[config.mk]
export PLATFORM = sky130hd
export DESIGN_NAME = tt_cov_table
export DESIGN_NICKNAME = d
export VERILOG_FILES = /design/src/rtl/tt_pkg.sv /design/src/rtl/tt_cov_table.sv
export SDC_FILE = /design/constraint.sdc
export NUM_CORES = 1
export LEC_CHECK = 0
export ABC_CLOCK_PERIOD_IN_PS = 1560
export BUFFER_PORTS_ARGS = -buffer_cell sky130_fd_sc_hd__clkbuf_2
export CAP_MARGIN = 20
export CORE_AREA = 2 2 54 56
export DETAILED_ROUTE_END_ITERATION = 6
export DIE_AREA = 0 0 56 58
export HOLD_SLACK_MARGIN = 0.05
export PLACE_DENSITY = 0.7
export SYNTH_ARGS = -nofsm -noshare
export SYNTH_HDL_FRONTEND = slang
export SYNTH_SLANG_ARGS = --single-unit
[constraint.sdc]
create_clock -name clk -period 1.56 [get_ports clk]
set_input_delay 0.312 -clock clk [delete_from_list [all_inputs] [get_ports clk]]
set_output_delay 0.312 -clock clk [all_outputs]
set_load 0.02 [all_outputs]
[src/rtl/tt_pkg.sv]
// Shared types and constants for the truth-table response checker.
// Latency: n/a (package only).
// Backpressure: n/a (package only).
//
// Holds the checker FSM state enum, the vector-count helper and the expected
// truth tables of the team's common 3-input reference circuits.
package tt_pkg;

    typedef enum logic [1:0] {
        ST_IDLE  = 2'd0,
        ST_CHECK = 2'd1,
        ST_DONE  = 2'd2
    } tt_state_e;

    // Number of distinct input vectors for an n_in-input circuit.
    function automatic int tt_n_vec(input int n_in);
        return 1 << n_in;
    endfunction

    // Bit i is the expected Z for input vector i. Bit 2 of i is input A.
    localparam logic [7:0] TT_EXP_ZERO = 8'b0000_0000;
    localparam logic [7:0] TT_EXP_MAJ3 = 8'b1110_1000;
    localparam logic [7:0] TT_EXP_AND3 = 8'b1000_0000;
    localparam logic [7:0] TT_EXP_OR3  = 8'b1111_1110;
    localparam logic [7:0] TT_EXP_XOR3 = 8'b1001_0110;

endpackage

[src/rtl/tt_cov_table.sv]
// Observed/covered truth-table storage with first-sight vs repeat classification.
// Latency: table updates are visible one cycle after the write edge; flags are combinational.
// Backpressure: none, accepts one write per cycle.
//
// Ports:
//   clk, rst        clock and async active-high reset
//   clear_i         clears both tables (has priority over wr_i)
//   wr_i, vec_i,z_i accepted sample: vector index and observed Z
//   observed_o      first Z seen per vector (meaningful only where covered)
//   covered_o       vector-seen mask
//   first_sight_o   current write hits a not-yet-covered vector
//   conflict_o      current write repeats a vector with a different Z
//   last_new_o      current write covers the final uncovered vector
module tt_cov_table
    import tt_pkg::*;
#(
    parameter  int N_IN  = 3,
    localparam int N_VEC = tt_n_vec(N_IN)
) (
    input  logic             clk,
    input  logic             rst,
    input  logic             clear_i,
    input  logic             wr_i,
    input  logic [N_IN-1:0]  vec_i,
    input  logic             z_i,
    output logic [N_VEC-1:0] observed_o,
    output logic [N_VEC-1:0] covered_o,
    output logic             first_sight_o,
    output logic             conflict_o,
    output logic             last_new_o
);

    logic [N_VEC-1:0] observed_q, observed_d;
    logic [N_VEC-1:0] covered_q,  covered_d;
    logic [N_VEC-1:0] vec_onehot;

    always_comb begin
        vec_onehot         = '0;
        vec_onehot[vec_i]  = 1'b1;

        first_sight_o = wr_i && !covered_q[vec_i];
        conflict_o    = wr_i && covered_q[vec_i] && (observed_q[vec_i] != z_i);
        // Completion is about the set of vectors, not the sample count, so the
        // final new vector is the one that fills the last hole in the mask.
        last_new_o    = first_sight_o && ((covered_q | vec_onehot) == {N_VEC{1'b1}});

        observed_d = observed_q;
        covered_d  = covered_q;
        if (clear_i) begin
            observed_d = '0;
            covered_d  = '0;
        end else if (first_sight_o) begin
            // Repeats never overwrite: the first Z is the reference for consistency.
            observed_d[vec_i] = z_i;
            covered_d         = covered_q | vec_onehot;
        end
    end

    always_ff @(posedge clk or posedge rst) begin
        if (rst) begin
            observed_q <= '0;
            covered_q  <= '0;
        end else begin
            observed_q <= observed_d;
            covered_q  <= covered_d;
        end
    end

    assign observed_o = observed_q;
    assign covered_o  = covered_q;

endmodule

==> flow_summary.ini, run 1 <==
[run_status]
status = complete, but fails checks
violations = setup timing

[placed_design]
gp_congestion = 0.8642
dp_hpwl_mm = 2.179
portBuffers = 26
place_inst = 189
dp_slack_ns = -0.3378
placed_cell_area_mm2 = 0.001414

[clock_network]
htree_levels = 1
worst_skew_pair.late_latency_ns = 0.30
clk_path_buf_depth = 2
cts.clk_slew.worst_paths_ns = 0.10
clkSinkCount = 16
cts_made_buffers = 3
cts_tree = done
cts_hold_buffers = 0
cts_root_buffer = clkbuf_4

[power]
vdd_drop_max_mv = 0.6623
leakagePower_nw = 0.7201
powerDensity_mw_per_mm2 = 593.4

[setup_path]
start_kind = register
cp-startpoint = covered_o[1]$_DFFE_PP0P_
cp-end-kind = output pin
r2r-start = covered_o[1]$_DFFE_PP0P_
reg2reg_slack_ns = -0.10
worstPathRequired_ns = 1.25
path_class = reg -> out
arrival_ns = 1.77
cp_max_fo = 3

[cells_and_area]
final_common_cell = buf_4
drive_above_1_share = 0.5273
syn_to_final_growth_pct = 46.12
final_cell_mix = 35 x buf_4, 23 x clkbuf_2, 21 x nor2_1
final_area_mm2 = 0.001506
num_antenna_cells = 0
stdcell_count = 196
final_nets = 174

[routing]
vias = 1028
viasPerCell = 5.245
drt_iter0_drc = 15
drc = 0
wl_mm = 2.812
ant_nets = 0
firstDrtPassIters = 4
wl_per_cell_um = 14.35

[floorplanning]
fp.dieW_um = 56
die_area_mm2 = 0.003248
rows = 19
core-area_mm2 = 0.002663
die_height_um = 58
io-pin-count = 27
start_util = 0.3872

[grt]
grt_util_all_layers = 0.1809
antenna_found_initial = 0
grt_max_degree = 17
grt_pass1_vias = 978
overflow = 0
grt_pass1_wl_mm = 4.491

[synthesis]
ys_ff_latch = 16
ys_seq_area_frac = 0.3883
ys_warn_count = 0
yosysTopAreaCell = dfrtp_1
synth-edff-count = 0
syn-num-nets = 117
synth_area_mm2 = 0.001031
syn_inst = 109
synthFlopType = dfrtp_1
yosys-top-cells-area = dfrtp_1 39%, mux2i_1 9.7%, nor2_1 8.4%
synth_top_area_share = 0.3883
synth-async-reset-ratio = 1.000
syn_avg_cell_area_um2 = 9.459
ys_types = 34

[sta]
drv_slew = 0
fin_setup_tns_ns = -1.737
finClkSkew_ns = 0.009904
max_freq_ghz = 0.4796
worst_pin_slew_ns = 0.6059
rsz0062_at_grt = true
post-route-period-util = 1.337
post-route-min-period_ns = 2.085
slew_headroom = 0.5956
fin_ws_ns = -0.5250
finalSetupViolations = 7
hold_viol_final = 0

[hold_path]
min_path_type = in -> async

[run]
cap_violations = 0
power by group:
group	switching (mW)	leakage, nW	internal (mW)
Clock	0.133	0.0150	0.0996
Combinational	0.126	0.499	0.102
Sequential	0.00736	0.206	0.426
Total	0.266	0.720	0.628
metrics by stage:
| step | util | total power [mW] | hold WS (ns) |
|---|---|---|---|
| 2_1_floorplan | - | 0.5724 | 0.2251 |
| 3_3_place_gp | 0.5310 | 0.6496 | 0.3863 |
| 3_5_place_dp | 0.5310 | 0.6533 | 0.3993 |
| 4_1_cts | 0.5555 | 0.8965 | 0.06826 |
| 5_1_grt | 0.5658 | 0.9415 | 0.08225 |
| 6_report | 0.5658 | 0.8939 | 0.04815 |
registers in the layout, summed over array words and instances, names as in the netlist:
register,flops
covered_o,8
observed_o,8
critical path, stage by stage (launching register included):
cell	delay, ns
dfrtp_2	0.41
mux2_4	0.28
a32o_2	0.29
a21oi_4	0.15
and4_4	0.24
buf_8	0.11
layer usage:
metal	up-vias	global-route usage	share of wire
li1	497	-	-
met1	488	0.2297	0.46
met2	37	0.3059	0.49
met3	6	0.02455	0.037
met4	0	0.08844	0.017
met5	-	0	0
synth_stat cells (2+ instances only):
cell type  instances
a31oi_1            4
a21oi_1            2
dfrtp_1           16
inv_1              4
nor3_1             4
nor4_1             2
buf_2              5
mux2i_1           10
o21ai_0            5
nand3_1            2
and3b_1            2
nand2b_1           2
nor2_1            23
and2_1             2
a22oi_1            2
a2111oi_4          2
clkbuf_1           2
nand2_1            4
path summary, 6_finish.rpt:
kind                                              to  depth (start not counted)
max                                       last_new_o                          5
min                        observed_o[5]$_DFFE_PP0P_                          2
max reg2reg                observed_o[3]$_DFFE_PP0P_                          6
min reg2reg                 covered_o[3]$_DFFE_PP0P_                          3
max in group asynchronous  observed_o[2]$_DFFE_PP0P_                          2
min in group clk            covered_o[3]$_DFFE_PP0P_                          2
layout make-up:
| class | instances | area (um2) |
|---|---|---|
| fillers | 250 | 1156 |
| repair buffers | 62 | 430.4 |
| well taps | 31 | 38.79 |
| clock buffers | 4 | 26.28 |
| multi-input cells | 79 | 584.3 |
| flip-flops and latches | 16 | 411.6 |
| inverters | 4 | 15.01 |
cell families (layout without fill, tap and decap cells):
group,after synthesis,after routing,share of synthesized area
xor+xnor,1,1,0.008497
simple gates,48,48,0.2318
buf+inv,14,70,0.06795
flops,16,16,0.3883
compound gates,17,17,0.1444
mux,13,13,0.1590
repair_timing:
action	4_1_cts	5_1_grt
buffers inserted	2	1
pin swaps	5	3
resized for setup	6	8
setup endpoints to repair	6	7
Power figures use the tool's default switching activity.
==> run 2: changes to the inputs <==
Settings changed: BUFFER_PORTS_ARGS -buffer_cell sky130_fd_sc_hd__clkbuf_2 to default, DONT_BUFFER_PORTS from default to 1, GPL_TIMING_DRIVEN from default to 0, PLACE_DENSITY 0.7 to 0.61, RECOVER_POWER from default to 25.
==> run 2 against run 1 <==
The flow still finishes with violations (setup timing); clock-buffer cell count unchanged; cell area down 22%; global-route usage down 1.8 points; critical endpoint unchanged; largest cell class unchanged; highest routed layer unchanged.
==> flow_summary.ini, run 2 (synthesis gave the netlist of run 1 again) <==
[run_status]
status = complete, but fails checks
violations = setup timing

[sta]
worst_pin_slew_ns = 0.5979
drv_slew = 0
rsz0062_at_grt = true
post-route-period-util = 1.385
hold_viol_final = 0
post-route-min-period_ns = 2.160
finalSetupViolations = 6
hold_slack_ns = 0.3535
max_freq_ghz = 0.4630
fin_setup_tns_ns = -1.938
finClkSkew_ns = 0.0006393
fin_ws_ns = -0.5999
slew_headroom = 0.6009

[clock_network]
cts_made_buffers = 3
cts_root_buffer = clkbuf_4
cts_tree = done
htree_levels = 1
clk_path_buf_depth = 2
cts.clk_slew.worst_paths_ns = 0.10
worst_skew_pair.late_latency_ns = 0.29
clkSinkCount = 16

[floorplanning]
io-pin-count = 27
die_area_mm2 = 0.003248
rows = 19
fp.dieW_um = 56
start_util = 0.3872
core-area_mm2 = 0.002663
die_height_um = 58

[setup_path]
start_kind = register
cp-end-kind = output pin
worstPathRequired_ns = 1.25
arrival_ns = 1.85
path_class = reg -> out
cp_max_fo = 5

[hold_path]
min_path_type = in -> reg

[cells_and_area]
final_common_cell = nor2_1
syn_to_final_growth_pct = 13.47
final_cell_mix = 22 x nor2_1, 10 x mux2i_1, 10 x dfrtp_1
final_nets = 125
drive_above_1_share = 0.2586
num_antenna_cells = 0
utilization = 0.4394
stdcell_count = 147
final_area_mm2 = 0.001170

[routing]
ant_nets = 0
firstDrtPassIters = 4
viasPerCell = 5.741
drt_iter0_drc = 37
drc = 0
vias = 844
wl_per_cell_um = 16.46
wl_mm = 2.419

[grt]
grt_pass1_wl_mm = 4.098
grt_max_degree = 17
antenna_found_initial = 0
grt_pass1_vias = 852
grt_util_all_layers = 0.1625
overflow = 0

[power]
p_int_uw = 581.5
powerDensity_mw_per_mm2 = 711.3
p_sw_uw = 250.7
combPwrFrac = 0.177
p_sw_frac = 0.3013
p_clk_frac = 0.276
leakagePower_nw = 0.4711
seq_power_share = 0.547
vdd_drop_max_mv = 0.5666

[placed_design]
place_inst = 140
placed_cell_area_mm2 = 0.001101
dp_hpwl_mm = 1.786
gp_congestion = 0.9034
portBuffers = 0

[run]
cap_violations = 0
-- run 2: path summary, 6_finish.rpt --
| kind | slack, ns | to | startpoint | cells after the start |
|---|---|---|---|---|
| max | -0.60 | last_new_o | covered_o[1]$_DFFE_PP0P_ | 4 |
| min in group asynchronous | 0.52 | covered_o[5]$_DFFE_PP0P_ | rst | 2 |
| max in group asynchronous | 0.62 | observed_o[7]$_DFFE_PP0P_ | rst | 2 |
| min | 0.35 | covered_o[1]$_DFFE_PP0P_ | vec_i[2] | 4 |
| min reg2reg | 0.63 | covered_o[3]$_DFFE_PP0P_ | covered_o[3]$_DFFE_PP0P_ | 2 |
| max reg2reg | -0.11 | observed_o[3]$_DFFE_PP0P_ | covered_o[1]$_DFFE_PP0P_ | 5 |
-- run 2: through the flow --
step,worst slack [ns],power (mW)
6_report,-0.5999,0.8322
5_1_grt,-0.6546,0.8735
4_1_cts,-0.5949,0.8401
3_5_place_dp,-0.3858,0.6017
3_3_place_gp,-0.3691,0.5995
2_1_floorplan,-0.2393,0.5724
-- run 2: cell type report --
cell class | instances | area (um2)
inverter | 4 | 15.01
multi-input combinational | 79 | 588.1
buffer | 10 | 65.06
timing repair buffer | 3 | 28.78
tap | 31 | 38.79
sequential | 16 | 407.9
clock buffer | 4 | 26.28
fill | 271 | 1493
-- run 2: metal layers --
metal,track usage,vias up,wire [um]
met1,0.2188,404,1103
met2,0.2521,31,1124
met5,0,-,0
met3,0.02455,4,155
met4,0.09184,0,36
li1,-,405,-
-- run 2: power by group through the flow --
stage | clock, mW | sequential [mW] | combinational [mW]
6_report | 0.230 | 0.456 | 0.147
3_5_place_dp | 0 | 0.464 | 0.137
4_1_cts | 0.237 | 0.456 | 0.147
3_3_place_gp | 0 | 0.464 | 0.135
2_1_floorplan | 0 | 0.458 | 0.114
5_1_grt | 0.252 | 0.458 | 0.163
-- run 2: critical path: stages (launching register included) --
cell	delay (ns)
dfrtp_2	0.49
mux2_4	0.30
a32o_2	0.29
a21oi_4	0.18
and4_4	0.29
-- run 2: what timing repair did --
item                                    CTS  global route
hold endpoints to repair                 16             0
buffers inserted                          2             0
gates resized for setup                   3             3
pin swaps                                 4             3
endpoints found under the setup margin    5             7
hold buffers                              1             0
gates cloned                              0             0
